<file path="src/rtl/receptor_serial_simbolo.sv">
// Serial symbol receiver: start, 5 data bits LSB first, parity, stop.
// Presents a held 5-bit symbol plus parity-ok flag to the 7-seg mapper.
module receptor_serial_simbolo #(
    parameter int CLKS_PER_BIT = 16,
    parameter bit PARITY_ODD   = 1'b0
) (
    input  logic       clk,
    input  logic       rst,
    input  logic       rx,
    output logic [4:0] entrada,
    output logic       erropar,
    output logic       valido,
    output logic       erroquadro,
    output logic       ocupado
);

    localparam int CW = (CLKS_PER_BIT > 1) ? $clog2(CLKS_PER_BIT) : 1;
    localparam logic [CW-1:0] LAST = CW'(CLKS_PER_BIT - 1);
    localparam logic [CW-1:0] HALF = CW'(CLKS_PER_BIT / 2 - 1);

    typedef enum logic [2:0] {
        IDLE,
        START,
        DATA,
        PARITY,
        STOP,
        WAIT_IDLE
    } state_t;

    state_t        state, state_d;
    logic [1:0]    sync;
    logic          rx_s;
    logic [CW-1:0] cnt, cnt_d;
    logic [2:0]    idx, idx_d;
    logic [4:0]    shift, shift_d;
    logic          par, par_d;
    logic [4:0]    entrada_d;
    logic          erropar_d;
    logic          valido_d;
    logic          erroquadro_d;
    logic          last;

    assign rx_s    = sync[1];
    assign last    = (cnt == LAST);
    assign ocupado = (state != IDLE);

    always_ff @(posedge clk) begin
        if (rst) begin
            sync       <= 2'b11;
            state      <= IDLE;
            cnt        <= '0;
            idx        <= '0;
            shift      <= '0;
            par        <= 1'b0;
            entrada    <= 5'b11111;
            erropar    <= 1'b1;
            valido     <= 1'b0;
            erroquadro <= 1'b0;
        end else begin
            sync       <= {sync[0], rx};
            state      <= state_d;
            cnt        <= cnt_d;
            idx        <= idx_d;
            shift      <= shift_d;
            par        <= par_d;
            entrada    <= entrada_d;
            erropar    <= erropar_d;
            valido     <= valido_d;
            erroquadro <= erroquadro_d;
        end
    end

    always_comb begin
        state_d      = state;
        cnt_d        = cnt + 1'b1;
        idx_d        = idx;
        shift_d      = shift;
        par_d        = par;
        entrada_d    = entrada;
        erropar_d    = erropar;
        valido_d     = 1'b0;
        erroquadro_d = 1'b0;
        unique case (state)
            IDLE: begin
                cnt_d = '0;
                if (!rx_s) begin
                    state_d = START;
                end
            end
            START: begin
                if (cnt == HALF) begin
                    cnt_d   = '0;
                    idx_d   = '0;
                    state_d = rx_s ? IDLE : DATA;
                end
            end
            DATA: begin
                if (last) begin
                    cnt_d = '0;
                    // right shift so the first bit lands in bit 0
                    shift_d = {rx_s, shift[4:1]};
                    if (idx == 3'd4) begin
                        state_d = PARITY;
                    end else begin
                        idx_d = idx + 3'd1;
                    end
                end
            end
            PARITY: begin
                if (last) begin
                    cnt_d   = '0;
                    par_d   = rx_s;
                    state_d = STOP;
                end
            end
            STOP: begin
                if (last) begin
                    cnt_d = '0;
                    if (rx_s) begin
                        entrada_d = shift;
                        erropar_d = ((^{shift, par}) == PARITY_ODD);
                        valido_d  = 1'b1;
                        state_d   = IDLE;
                    end else begin
                        erroquadro_d = 1'b1;
                        state_d      = WAIT_IDLE;
                    end
                end
            end
            WAIT_IDLE: begin
                // line must stay idle a full bit time before rearming
                if (!rx_s) begin
                    cnt_d = '0;
                end else if (last) begin
                    cnt_d   = '0;
                    state_d = IDLE;
                end
            end
            default: begin
                cnt_d   = '0;
                state_d = IDLE;
            end
        endcase
    end

endmodule

</file>
<file path="config.mk">
export PLATFORM = sky130hd
export DESIGN_NAME = receptor_serial_simbolo
export DESIGN_NICKNAME = d
export VERILOG_FILES = /design/src/rtl/receptor_serial_simbolo.sv
export SDC_FILE = /design/constraint.sdc
export NUM_CORES = 1
export LEC_CHECK = 0
export BUFFER_PORTS_ARGS = -buffer_cell sky130_fd_sc_hd__buf_2
export CORE_MARGIN = 4
export CORE_UTILIZATION = 50
export DETAILED_ROUTE_END_ITERATION = 10
export PLACE_DENSITY = 0.8
export RECOVER_POWER = 50
export SETUP_SLACK_MARGIN = 0.2
export SYNTH_ARGS = -nofsm -noshare
export SYNTH_HDL_FRONTEND = slang
export SYNTH_SLANG_ARGS = --single-unit
</file>
<file path="constraint.sdc">
create_clock -name clk -period 1.9 [get_ports clk]
set_input_delay 0.285 -clock clk [delete_from_list [all_inputs] [get_ports clk]]
set_output_delay 0.285 -clock clk [all_outputs]
set_load 0.1 [all_outputs]
</file>
# Word level (Yosys, flattened, before mapping)
# Cells that the tools add are included.
# classes
n_lt_le_gt_ge	0
bitwise_logic	3
n_shift	0
addsub	2
div_mod_pow	0
n_eq_ne	17
reduce_logical	11
multipliers	0
mux	21
# op_table
op	n
$mux 3	12
$ne 2x2->1 const B	9
$pmux 3 s6	1
$mux 4	3
$pmux 4 s3	1
$eq 3x3->1 const B	3
$reduce_and 8->1	1
$eq 3x2->1 const B	2
$pmux 3 s2	1
$reduce_or 3->1	2
$reduce_xor 6->1	1
$add 4x1->4 const B	1
$eq 4x3->1 const B	1
$eq 4x4->1 const B	1
$reduce_and 2->1	2
$reduce_and 4->1	1
$add 3x1->3 const B	1
$eq 3x1->1 const B	1
$logic_not 3->1	1
$not 1->1	3
$reduce_and 3->1	1
$reduce_bool 3->1	1
$mux 1	2
$mux 2	1
$reduce_bool 2->1	1
# word_totals
word_cells	64
reg_bits	26
latchBits	0
mem_bits_ro	0
mem_bits_rw	0
memories	0

# Logic depth before layout (Yosys ltp)
# Gate-level depths: netlist of run 1.
# depth
ltp_word	4
mapped_depth	6
ltp_nobuf	6

# Least setup slack after synthesis of run 1
# No wires, ideal clock.
# synth_timing
path_type	register to register
start	reg state[2]
end	reg state[2]
setup_time_ns	0.061
arrival_time_ns	1.985
setup_slack_ns	-0.146
stages_incl_launch_ff	5
path_buffers	0
cell_sequence	dfxtp_1 > or3_1 > o311ai_0 > a2111oi_0 > a311o_1
# synth_via
elab_chain_cells	3
elab_cells_between_ends	16
classes_between	eq/ne: 13; mux: 1; reduce/logical: 2
# synth_rtl
item	line	text
from (decl)	30	state_t state, state_d;
from (signal assigned)	61	state <= state_d;
$eq 3x2->1 (tied with other cells)	83	unique case (state)
$ne 2x2->1 (no source line)	-	
$reduce_and 8->1 (no source line)	-	
# Several ways; a longest one is shown, not always the timed one.
# A chain may end at the register's enable or synchronous reset.

# Worst setup path in the final report of run 1
# layout_timing
start	reg state[0]
end	out ocupado
# layout_via
elab_chain_cells	1
# layout_rtl
item	line	text
$reduce_bool 3->1	45	assign ocupado = (state != IDLE);
to (decl)	14	output logic ocupado
# No other way between the ends.

==> results of run 1 <==
## sequential cells by signal, indices dropped and copies added, names as in the netlist
signal      flops
entrada         5
shift           5
cnt             4
idx             3
state           3
sync            2
erropar         1
erroquadro      1
par             1
valido          1
## worst max-delay path by stage
stage                        start          to  slack [ns]  cells after the start
after global placement      cnt[0]     erropar        0.21                      5
after floorplan             cnt[0]      idx[2]        0.22                      6
after CTS                 state[2]    state[2]        0.16                      4
after global routing      state[2]  erroquadro        0.10                      4
final                     state[0]     ocupado        0.21                      2
after detailed placement    cnt[0]    state[2]        0.06                      5
## logic make-up (layout without fill, tap and decap cells)
family / Yosys count / count (layout) / synth area share, %
xor gates and xnor gates: 7 / 7 / 4.94
adders and majority gates: 3 / 3 / 3.03
and+or+nand+nor: 63 / 63 / 25.6
buffers and inverters: 15 / 28 / 6.26
DFF: 26 / 26 / 42.0
muxes: 7 / 7 / 5.75
AOI/OAI and AO/OA: 22 / 22 / 12.4
## power by group
part	internal, W	leakage, nW	switching [W]
logic	0.0000136	0.325	0.0000249
registers	0.000548	0.212	0.00000652
clock network	0.000213	0.0279	0.000158
## layer usage
layer  global-route usage (%)  vias up  wire (um)
met4                     5.30        0         40
li1                         -      532          -
met3                     3.34        6        178
met1                     21.5      480       1140
met2                     28.5       39       1240
met5                        0        -          0
## critical path: stages (launching register included)
cell and delay [ns]:
dfxtp_2 0.41, or3_4 0.42, buf_4 0.24
## cells in the final DEF, fill, tap and decap left out, types with 5 or more instances in the layout
master / n
clkbuf_2: 8
nand2_1: 15
inv_1: 6
mux2i_1: 6
nor2_1: 14
buf_4: 6
xnor2_1: 5
nand3_1: 9
nor3_1: 5
dfxtp_1: 22
## metrics by stage
step           cell area [um2]  total power (W)
6_report                  1410         0.000965
5_1_grt                   1410          0.00100
4_1_cts                   1400         0.000977
3_5_place_dp              1330         0.000605
3_3_place_gp              1330         0.000604
2_1_floorplan             1240         0.000596
## cell type report
| class | instances | area [um2] |
|---|---|---|
| clock inverter | 1 | 30.0 |
| timing repair buffer | 18 | 101 |
| tap | 28 | 35.0 |
| multi-input combinational | 102 | 674 |
| fill | 198 | 862 |
| inverter | 6 | 22.5 |
| clock buffer | 3 | 22.5 |
| sequential | 26 | 528 |
==> flow_summary.toml, run 1 <==
[status]
run_status = "completed"

[timing]
hold_ws_ns = 0.147
setup_violations = 0
rsz0062_at_grt = "true"
fin_skew_ns = 0.0111
maxSlewHeadroom_pct = 51.2
fin_crit_sh_pct = 88.7
final-max-slew-violation-count = 0
fin_ws_ns = 0.215
fmaxAchievable_ghz = 0.593
finalSetupTns_ns = 0
hold_viol_final = 0
period_needed_ns = 1.69
worstMarginPinSlew_ns = 0.732

[setup_path]
worstPathArrival_ns = 1.40
reg2reg_to = "state[2]"
critPathMaxFanout = 14
critPathCaptureType = "output port"
critPathLaunchType = "flip-flop"
r2r-start = "idx[0]"
r2r_setup_slack_ns = 0.23
r2r_cells = 6
path_class = "reg -> out"
crit_required_ns = 1.62

[cells_and_area]
instances_no_fill = 184
final_core_util_pct = 62.1
layout.nets = 163
layout-drive-gt1-share_pct = 21.2
antennaDiodeCount = 0
syn_to_final_growth_pct = 14.0

[global_route]
antenna_found_initial = 0
first_global_vias = 986
grt_max_degree = 17
grt_overflow_total = 0
grt_pass1_wl_mm = 4.46
grt.total_usage_pct = 16.9

[cts]
path_clk_slew_ns = 0.14
cts-htree-levels = 1
cts_root_buf = "clkbuf_4"
cts_sinks = 26
cts_hold_buf = 0
cts_tree = "yes"
clk_latency_ns = 0.32
cts_setup_buffers = 0
post_cts_resized = 6
numCtsBuffers = 3
clockBufferDepth = 2

[job]
maxCapViolations = 0

[die]
die_w_um = 57.8
rows = 17
die_area_um2 = 3340
initial_utilization_pct = 54.5
boundaryPins = 12
core_um2 = 2280
chipHeight_um = 57.8

[detailed_routing]
final_antenna_net_count = 0
detail_route.wirelength_mm = 2.60
first_iter_violations = 41
wl_per_cell_um = 14.1
drt_pass1_iterations = 4
vias = 1057
drc = 0
viasPerCell = 5.74

[synthesis]
synth_top_area_share_pct = 42.0
synth.most_common_cell = "dfxtp_1"
yosysWarnings = 0
syn_nets = 149
synth-seq-cells = 26
netlist_instances = 143
synth_common_cells = "26 x dfxtp_1, 16 x nand2_1, 14 x nor2_1"
synth_area_leader_cell = "dfxtp_1"
synthDistinctLibCells = 39
synth-seq-area-share_pct = 42.0
synth.area.top_cells = "dfxtp_1 42%, mux2i_1 4.8%, nand2_1 4.8%, nor2_1 4.2%, nand3_1 3.6%"
synth_edf_count = 0
avgSynthCellArea_um2 = 8.67
synth_ff_type = "dfxtp_1"
syn_area_um2 = 1240
synth_async_sr_flop_share_pct = 0

[placement]
dp_cells = 180
hpwl_mm = 1.93
post-place-ws_ns = 0.0577
place_congestion = 0.978
io_buffers = 11

[worst_hold_path]
min_path_type = "in -> reg"
hold_depth = 2
hold_path_end = "sync[0]"
worstHoldStart = "rx"

[power]
power.density_nw_per_um2 = 683
vdd_ir_drop_max_mv = 0.533
p_leak_nw = 0.566
No activity file was read; power rests on OpenSTA's default activity.
==> run 2, diff against run 1 <==
--- a/config.mk
+++ b/config.mk
@@ -5,7 +5,7 @@
 export SDC_FILE = /design/constraint.sdc
 export NUM_CORES = 1
 export LEC_CHECK = 0
-export BUFFER_PORTS_ARGS = -buffer_cell sky130_fd_sc_hd__buf_2
+export BUFFER_PORTS_ARGS = -buffer_cell sky130_fd_sc_hd__buf_4
 export CORE_MARGIN = 4
 export CORE_UTILIZATION = 50
 export DETAILED_ROUTE_END_ITERATION = 10
==> run 2 against run 1 <==
- global-route usage up 0.80 points
- clock skew down 0.0058 ns
- largest power group unchanged
- critical path type is now reg -> reg
- hold slack worse by 0.017 ns
- final cell count unchanged
- clock power up 2%
- design area up 0.18%
- die area unchanged
- combinational power up 2%
- non-clock buffer count unchanged
- utilization up 0.11 points
- critical path depth up 4
==> flow_summary.toml, run 2 (same netlist as run 1, synthesis figures left out) <==
[power]
cellInternalPower_w = 0.000776
sequentialPowerShare_pct = 57.0
vdd_ir_drop_max_mv = 0.611
combPwrFrac_pct = 4.0
pwr-share-clk_pct = 39.0
switching_power_w = 0.000200
p_leak_nw = 0.570
power.density_nw_per_um2 = 689
netSwitchingFraction_pct = 20.5

[detailed_routing]
drc = 0
detail_route.wirelength_mm = 2.68
drt_pass1_iterations = 4
final_antenna_net_count = 0
viasPerCell = 5.99
vias = 1103
first_iter_violations = 23
wl_per_cell_um = 14.5

[timing]
worstMarginPinSlew_ns = 0.702
finalSetupTns_ns = 0
final-max-slew-violation-count = 0
maxSlewHeadroom_pct = 53.2
setup_violations = 0
hold_viol_final = 0
period_needed_ns = 1.67
rsz0062_at_grt = "true"
fin_crit_sh_pct = 88.0
fin_skew_ns = 0.00527
fmaxAchievable_ghz = 0.598

[setup_path]
cpMaxStageDelayCell = "mux2_2"
critPathCaptureType = "flip-flop"
path_cells = "inv_1 -> ha_1 -> nand2_1 -> a32oi_1 -> nor3_1 -> mux2_2"
cp_num_buf_inv = 1
r2r_cells = 6
worstPathArrival_ns = 1.90
slowest_delay_ns = 0.37
path_class = "reg -> reg"
critPathMaxFanout = 4
critPathLaunchType = "flip-flop"
crit_required_ns = 2.13
path_delay_family = "simple AND/OR/NAND/NOR gates"
path_depth = 6

[cells_and_area]
layout_commonest_cell = "dfxtp_1"
n_fill_cell = 197
top_regs = "entrada (5), shift (5), cnt (4)"
syn_to_final_growth_pct = 14.2
layout-drive-gt1-share_pct = 20.5
layout.nets = 163
instances_no_fill = 184
layout_common_cells = "24 x dfxtp_1, 15 x nand2_1, 14 x nor2_1"
antennaDiodeCount = 0

[placement]
io_buffers = 11
place_congestion = 0.958
hpwl_mm = 1.98
dp_cells = 180

[die]
rows = 17
boundaryPins = 12
initial_utilization_pct = 54.5
die_w_um = 57.8
core_um2 = 2280
chipHeight_um = 57.8
die_area_um2 = 3340

[cts]
cts_sinks = 26
cts_root_buf = "clkbuf_4"
numCtsBuffers = 3
cts_hold_buf = 0
clockBufferDepth = 2
cts-htree-levels = 1
clk_latency_ns = 0.33
path_clk_slew_ns = 0.14
cts_tree = "yes"

[global_route]
grt_pass1_wl_mm = 4.73
grt_max_degree = 18
grt.total_usage_pct = 17.7
grt_overflow_total = 0
antenna_found_initial = 0
first_global_vias = 1069

[job]
maxCapViolations = 0

[status]
run_status = "completed"

[worst_hold_path]
hold_depth = 2
min_path_type = "in -> reg"
run 2: changes by cell type in the layout (fill, tap and decap cells not counted), sizes merged:
| cell | delta |
|---|---|
| clkbuf | -1 |
| buf | +1 |
run 2: metal layers:
metal  part of all wire, %  up-vias  global-route usage (%)
li1                      -      532                       -
met1                    43      526                    22.5
met2                    51       38                    30.5
met3                   5.5        7                    2.67
met4                   1.3        0                    5.63
met5                     0        -                       0
run 2: final timing paths:
| path | start | to | slack [ns] |
|---|---|---|---|
| worst min register to register | sync[0] | sync[1] | 0.44 |
| worst max-delay path | idx[0] | idx[1] | 0.23 |
| worst max register to register | idx[0] | idx[1] | 0.23 |
| worst min-delay path | rx | sync[0] | 0.13 |
run 2: final cells by class:
class	count	area [um2]	area share, %
Multi-Input combinational cell	102	669	47.3
Sequential cell	26	526	37.1
Timing Repair Buffer	18	111	7.86
Tap cell	28	35.0	2.47
Clock inverter	1	30.0	2.12
Clock buffer	3	22.5	1.59
Inverter	6	22.5	1.59
run 2: timing repair:
| item | in CTS | in global routing |
|---|---|---|
| endpoints found under the setup margin | 9 | 11 |
| pin swaps | 0 | 0 |
| resized for setup | 4 | 7 |
| setup buffers | 0 | 0 |
| hold endpoints to repair | 0 | 0 |
run 2: stage by stage:
step | worst slack, ns | power, W | area (um2) | utilization [%] | hold slack (ns)
detailed placement | 0.194 | 0.000606 | 1360 | 59.8 | 0.404
global placement | 0.238 | 0.000604 | 1360 | 59.8 | 0.394
CTS | 0.202 | 0.000980 | 1420 | 62.4 | 0.135
finish | 0.227 | 0.000976 | 1420 | 62.2 | 0.130
floorplan | 0.223 | 0.000596 | 1240 | - | 0.389
global route | 0.130 | 0.00101 | 1420 | 62.2 | 0.122
run 2: power by group through the flow:
| stage | Clock [W] | Sequential (W) | Combinational, W |
|---|---|---|---|
| 2_1_floorplan | 0 | 0.000564 | 0.0000328 |
| 3_3_place_gp | 0 | 0.000567 | 0.0000374 |
| 3_5_place_dp | 0 | 0.000567 | 0.0000390 |
| 4_1_cts | 0.000385 | 0.000556 | 0.0000392 |
| 5_1_grt | 0.000410 | 0.000557 | 0.0000424 |
| 6_report | 0.000381 | 0.000556 | 0.0000394 |
